**config.mk**
```make
export PLATFORM = sky130hd
export DESIGN_NAME = serial_tx_arbiter
export DESIGN_NICKNAME = d
export VERILOG_FILES = /design/src/rtl/serial_tx_arbiter.sv
export SDC_FILE = /design/constraint.sdc
export NUM_CORES = 1
export LEC_CHECK = 0
export CORE_MARGIN = 2
export CORE_UTILIZATION = 40
export CTS_CLUSTER_DIAMETER = 40
export DETAILED_ROUTE_END_ITERATION = 16
export PLACE_DENSITY = 0.69
export SYNTH_ARGS = -nofsm -noshare
export SYNTH_HDL_FRONTEND = slang
export SYNTH_SLANG_ARGS = --single-unit
```
**constraint.sdc**
```tcl
create_clock -name clock -period 2.8 [get_ports clock]
set_clock_uncertainty 0.1 [all_clocks]
set_input_delay 0.56 -clock clock [delete_from_list [all_inputs] [get_ports clock]]
set_output_delay 0.56 -clock clock [all_outputs]
set_load 0.05 [all_outputs]
```
**src/rtl/serial_tx_arbiter.sv**
```systemverilog
// Round-robin arbiter sharing one serial transmitter between three message sources.
// Streams the winner's bytes under the partida_tx/pronto_tx handshake with a per-byte timeout.
module serial_tx_arbiter #(
   parameter int unsigned TIMEOUT = 50000,
   parameter int unsigned CW      = 16
) (
   input  logic       clock,
   input  logic       reset,
   input  logic [2:0] req,
   input  logic [3:0] len0,
   input  logic [3:0] len1,
   input  logic [3:0] len2,
   input  logic [7:0] dado0,
   input  logic [7:0] dado1,
   input  logic [7:0] dado2,
   input  logic       pronto_tx,
   output logic [2:0] grant,
   output logic [3:0] byte_idx,
   output logic [2:0] fim,
   output logic       partida_tx,
   output logic [7:0] dado_tx,
   output logic       erro_tx,
   output logic       ocupado,
   output logic [2:0] db_estado
);

   localparam logic [2:0] INICIAL = 3'd0;
   localparam logic [2:0] CARREGA = 3'd1;
   localparam logic [2:0] ENVIA   = 3'd2;
   localparam logic [2:0] ESPERA  = 3'd3;
   localparam logic [2:0] FIM     = 3'd4;
   localparam logic [2:0] ERRO    = 3'd5;

   localparam logic [CW-1:0] CNT_LAST = CW'(TIMEOUT - 1);

   logic [2:0]    state_q, state_d;
   logic [1:0]    ptr_q, ptr_d;
   logic [1:0]    sel_q, sel_d;
   logic [3:0]    len_q, len_d;
   logic [3:0]    idx_q, idx_d;
   logic [7:0]    dado_q, dado_d;
   logic [CW-1:0] cnt_q, cnt_d;

   logic          win_valid;
   logic [1:0]    win;
   logic [3:0]    win_len;
   logic [7:0]    sel_dado;
   logic [2:0]    sel_onehot;

   // (p + k) mod 3 for p in 0..3, k in 1..3
   function automatic logic [1:0] rr_idx(input logic [1:0] p, input logic [1:0] k);
      logic [2:0] s;
      s = {1'b0, p} + {1'b0, k};
      if (s >= 3'd6) begin
         s = s - 3'd6;
      end else if (s >= 3'd3) begin
         s = s - 3'd3;
      end
      return s[1:0];
   endfunction

   // Scan from the farthest candidate down so the nearest requester after ptr wins.
   always_comb begin
      logic [1:0] c;
      win_valid = 1'b0;
      win       = 2'd0;
      c         = 2'd0;
      for (int k = 3; k >= 1; k--) begin
         c = rr_idx(ptr_q, 2'(k));
         if (req[c]) begin
            win_valid = 1'b1;
            win       = c;
         end
      end
   end

   always_comb begin
      case (win)
         2'd0:    win_len = len0;
         2'd1:    win_len = len1;
         default: win_len = len2;
      endcase
   end

   always_comb begin
      case (sel_q)
         2'd0:    sel_dado = dado0;
         2'd1:    sel_dado = dado1;
         default: sel_dado = dado2;
      endcase
   end

   always_comb begin
      case (sel_q)
         2'd0:    sel_onehot = 3'b001;
         2'd1:    sel_onehot = 3'b010;
         2'd2:    sel_onehot = 3'b100;
         default: sel_onehot = 3'b000;
      endcase
   end

   always_comb begin
      state_d = state_q;
      ptr_d   = ptr_q;
      sel_d   = sel_q;
      len_d   = len_q;
      idx_d   = idx_q;
      dado_d  = dado_q;
      cnt_d   = cnt_q;
      case (state_q)
         INICIAL: begin
            if (win_valid) begin
               sel_d   = win;
               len_d   = win_len;
               idx_d   = 4'd0;
               state_d = (win_len == 4'd0) ? FIM : CARREGA;
            end
         end
         CARREGA: begin
            dado_d  = sel_dado;
            state_d = ENVIA;
         end
         ENVIA: begin
            cnt_d   = '0;
            state_d = ESPERA;
         end
         ESPERA: begin
            // A pronto_tx arriving on the last allowed cycle still counts as success.
            if (pronto_tx) begin
               if (idx_q == len_q - 4'd1) begin
                  state_d = FIM;
               end else begin
                  idx_d   = idx_q + 4'd1;
                  state_d = CARREGA;
               end
            end else if (cnt_q == CNT_LAST) begin
               state_d = ERRO;
            end else begin
               cnt_d = cnt_q + 1'b1;
            end
         end
         FIM, ERRO: begin
            ptr_d   = sel_q;
            state_d = INICIAL;
         end
         default: state_d = INICIAL;
      endcase
   end

   always_ff @(posedge clock) begin
      if (reset) begin
         state_q <= INICIAL;
         ptr_q   <= 2'd2;
         sel_q   <= 2'd0;
         len_q   <= 4'd0;
         idx_q   <= 4'd0;
         dado_q  <= 8'd0;
         cnt_q   <= '0;
      end else begin
         state_q <= state_d;
         ptr_q   <= ptr_d;
         sel_q   <= sel_d;
         len_q   <= len_d;
         idx_q   <= idx_d;
         dado_q  <= dado_d;
         cnt_q   <= cnt_d;
      end
   end

   always_comb begin
      grant      = 3'b000;
      fim        = 3'b000;
      partida_tx = 1'b0;
      erro_tx    = 1'b0;
      case (state_q)
         CARREGA, ESPERA: grant = sel_onehot;
         ENVIA: begin
            grant      = sel_onehot;
            partida_tx = 1'b1;
         end
         FIM: begin
            grant = sel_onehot;
            fim   = sel_onehot;
         end
         ERRO: begin
            grant   = sel_onehot;
            fim     = sel_onehot;
            erro_tx = 1'b1;
         end
         default: grant = 3'b000;
      endcase
   end

   assign ocupado   = (state_q != INICIAL);
   assign db_estado = state_q;
   assign byte_idx  = idx_q;
   assign dado_tx   = dado_q;

endmodule

```
==> metrics.txt, run 1 <==
Setup Crit Path Kind=flip-flop to primary output; Hold Buf Count CTS=0; layout net count=409; # clock sinks=39; DP Worst Slack=-63.9 ps; Die Footprint=roughly 6400 µm²; fill cell total of the finished layout=530; post-detailed-route wirelength per cell=13.1 µm; transition time at the pin with the least slew margin=around 570 ps; multiplexer area fraction after synthesis=5.62%; result of the run=finished, final reports clean; overall die width=80.1 µm; most area-consuming cells after synthesis=dfxtp_1 (34%), xnor2_1 (7.2%), nand2_1 (5.7%); highest achievable clock rate=around 0.38 GHz; arrival time of data at the critical path endpoint=1940 ps; core occupancy in the finished layout=57.3%; standard-cell rows=27; compound-cell area share of the yosys netlist=15.7%; number of standard cells in the final layout excluding fillers=approximately 430; post-CTS repair timing setup buffer count=0; htree depth=2; startpoint of the lowest-slack register-to-register path=ptr_q[0]; ys flop type=dfxtp_1; simple-gate portion of the synthesized area=29.6%; dominant combinational cell family by area after synthesis=simple AND/OR/NAND/NOR gates; post-layout minimum cycle time=around 2600 ps; io pins=66; maximum fanout along the worst path=9; startpoint class of the critical path=flip-flop; XOR/XNOR share of the synthesized area=7.19%; starting utilization of the core area=41.8%; hold crit path type=flip-flop to flip-flop; unrepaired setup endpoints after global routing=no; global-route wire length before repair=9280 µm; Worst R2R Path Depth=8; global router's overall resource usage=18.1%; Hold Vio Cnt, Final=0; switching power as a share of total power=40.0%; cell area power density=595 nW/µm²; worst rel slew slack=roughly three fifths; number of antenna cells inserted=0; Pre-antenna DRT Iters=4; share of the synthesized area in the top cell type=approximately 34%; share of layout cells above drive strength 1=9.14%; number of slew-limit violations in the final report=0; highest-count cells in the layout ignoring fill and taps=clkdlybuf4s50_1 (58), dfxtp_1 (39), nand2_1 (35); clock buffers created by TritonCTS=5; Placed Cells incl. Taps=425; final worst slack=196 ps; antenna-violating nets left=0; FF+latch count, synth=39; endpoint kind of the worst setup timing path=primary output; most common cell after layout, fill and taps aside=clkdlybuf4s50_1; share of flip-flops with an asynchronous set or reset=0%; HPWL Detailed=4310 µm; leading area contributor after synthesis=dfxtp_1; post-synthesis average cell area=~8 µm²; largest buffer count on any clock path=2; CTS clock-pin slew for the worst setup and hold paths=around 70 ps; Post-synth EDFFs=0; end point of the most critical hold path=dado_tx[2]; Setup violations, final=0; synthesized cell area=about 2300 µm²; number of instances resized during post-cts repair=0; sequential share of power=35.1%; Internal=0.00113 W; Reg2Reg Setup Slack=250 ps; drt first-iter violations=76; Comb power frac=a little under half; number of instances on the worst hold path=2; Yosys cell types=49; part of the Yosys area used for sequential elements=33.7%; portion of the clock cycle consumed by the worst path in the final layout=a little over 90%; via count of the first global-routing pass=about 2100; cells after synthesis=290; Port-buffer cells=65; Worst IR Drop VDD=0.315 mV; routability congestion estimate from global placement=0.774; number of vias in the routed layout=approximately 2300; clock tree from TritonCTS=yes; antenna violations before repair=0; switching power=0.000756 W; count of yosys warnings during synthesis=0; global route overflow=0; clock power share=19.5%; Reg-to-Reg End=db_estado[0]; Data required, critical path=2140 ps; Synth Net Count=339; maxcap violations=0; via/cell ratio=5.22; clock insertion delay at the later pin of the skew report=290 ps; standby leakage power=1.21 nW; Clk Tree Root Cell=clkbuf_8; area of the core region=5540 µm²; DR DRC count=0; fraction of the mapped netlist area in adder cells=between 3 and 4%; maximum number of pins on one net before global-route repair=19; hold_sp=dado_tx[2]; layout overhead on the synthesized area=37.2%; final wirelength=5680 µm; die boundary height=80.1 µm
-- kinds of logic after synthesis --
group | count (synthesis)
compound gates | 55
flops | 39
mux | 13
buf+inv | 23
fa+ha+maj | 7
xor+xnor | 19
simple gates | 134
-- state kept, by name (all words and copies together) (netlist names) --
register	cells
len_q	4
ptr_q	2
byte_idx	4
sel_q	2
cnt_q	16
db_estado	3
dado_tx	8
-- per-layer routing --
metal / part of all wire (%) / vias to the layer above / track usage [%] / routed length, µm
li1: - / 1161 / - / -
met1: 45 / 1051 / 21.3 / 2570
met2: 50 / 43 / 33.3 / 2820
met3: 3.6 / 6 / 3.15 / 205
met4: 1.4 / 0 / 5.59 / 78
met5: 0 / - / 0 / 0
-- synth_stat cells, drive strengths merged (2+ instances only) --
| library cell | instances |
|---|---|
| nor2b | 4 |
| and2 | 2 |
| or2 | 2 |
| nand3 | 9 |
| nand2 | 35 |
| nand3b | 2 |
| mux2i | 13 |
| inv | 9 |
| dfxtp | 39 |
| o31ai | 2 |
| nor3 | 12 |
| or3b | 2 |
| ha | 7 |
| nor4 | 5 |
| xnor2 | 19 |
| buf | 4 |
| a21boi | 2 |
| or3 | 3 |
| or4 | 3 |
| nor3b | 4 |
| a21oi | 22 |
| nor4b | 3 |
| a221o | 5 |
| and3 | 7 |
| nor2 | 32 |
| o21ai | 12 |
| nand2b | 5 |
| clkbuf | 10 |
-- stage by stage --
stage               hold WS [ps]  instance area, µm²  total power, W  setup TNS [ps]
floorplan                    377                2330         0.00124            -524
global placement             343                3080         0.00153               0
detailed placement           353                3080         0.00154           -80.1
CTS                          365                3170         0.00191               0
global route                 376                3180         0.00200               0
finish                       360                3180         0.00189               0
-- power by group through the flow --
| stage | clock (W) | sequential [W] | combinational [W] |
|---|---|---|---|
| after floorplan | 0 | 0.000794 | 0.000442 |
| after global placement | 0 | 0.000675 | 0.000852 |
| after detailed placement | 0 | 0.000675 | 0.000861 |
| after CTS | 0.000380 | 0.000664 | 0.000865 |
| after global routing | 0.000403 | 0.000673 | 0.000920 |
| final | 0.000368 | 0.000663 | 0.000858 |
-- worst max path at each step --
stage	start	slack, ps	end	depth (start not counted)
4_1_cts	db_estado[2]	100	fim[2]	3
3_5_place_dp	req[0]	-60	db_estado[0]	7
3_3_place_gp	req[2]	40	db_estado[0]	7
5_1_grt	db_estado[1]	40	partida_tx	2
6_report	db_estado[1]	200	partida_tx	2
2_1_floorplan	db_estado[2]	-200	grant[2]	5
-- final cells by class --
cell class | instances | area (µm²) | area share, %
Multi-Input combinational cell | 228 | 1450 | 45.6
Sequential cell | 39 | 781 | 24.6
Timing Repair Buffer | 77 | 738 | 23.2
Tap cell | 72 | 90.1 | 2.84
Clock buffer | 6 | 72.6 | 2.29
Inverter | 9 | 33.8 | 1.06
Clock inverter | 2 | 12.5 | 0.394
-- critical path, cell delays in order, from the launching register on --
cell,delay [ps]
dfxtp_1,450
nor3b_2,340
clkdlybuf4s50_1,860
(Power assumes the default switching activity.)
==> run 2: changes to the inputs <==
--- a/config.mk
+++ b/config.mk
@@ -5,6 +5,7 @@
 export SDC_FILE = /design/constraint.sdc
 export NUM_CORES = 1
 export LEC_CHECK = 0
+export CAP_MARGIN = 40
 export CORE_MARGIN = 2
 export CORE_UTILIZATION = 40
 export CTS_CLUSTER_DIAMETER = 40
==> results of run 2 <==
Final layout, timing and power as in run 1 (identical DEF).
==> run 3: changes to the inputs <==
--- a/config.mk
+++ b/config.mk
@@ -11,6 +11,7 @@
 export CTS_CLUSTER_DIAMETER = 40
 export DETAILED_ROUTE_END_ITERATION = 16
 export PLACE_DENSITY = 0.69
+export SKIP_LAST_GASP = 1
 export SYNTH_ARGS = -nofsm -noshare
 export SYNTH_HDL_FRONTEND = slang
 export SYNTH_SLANG_ARGS = --single-unit
==> results of run 3 <==
Final layout, timing and power as in run 1 (identical DEF).
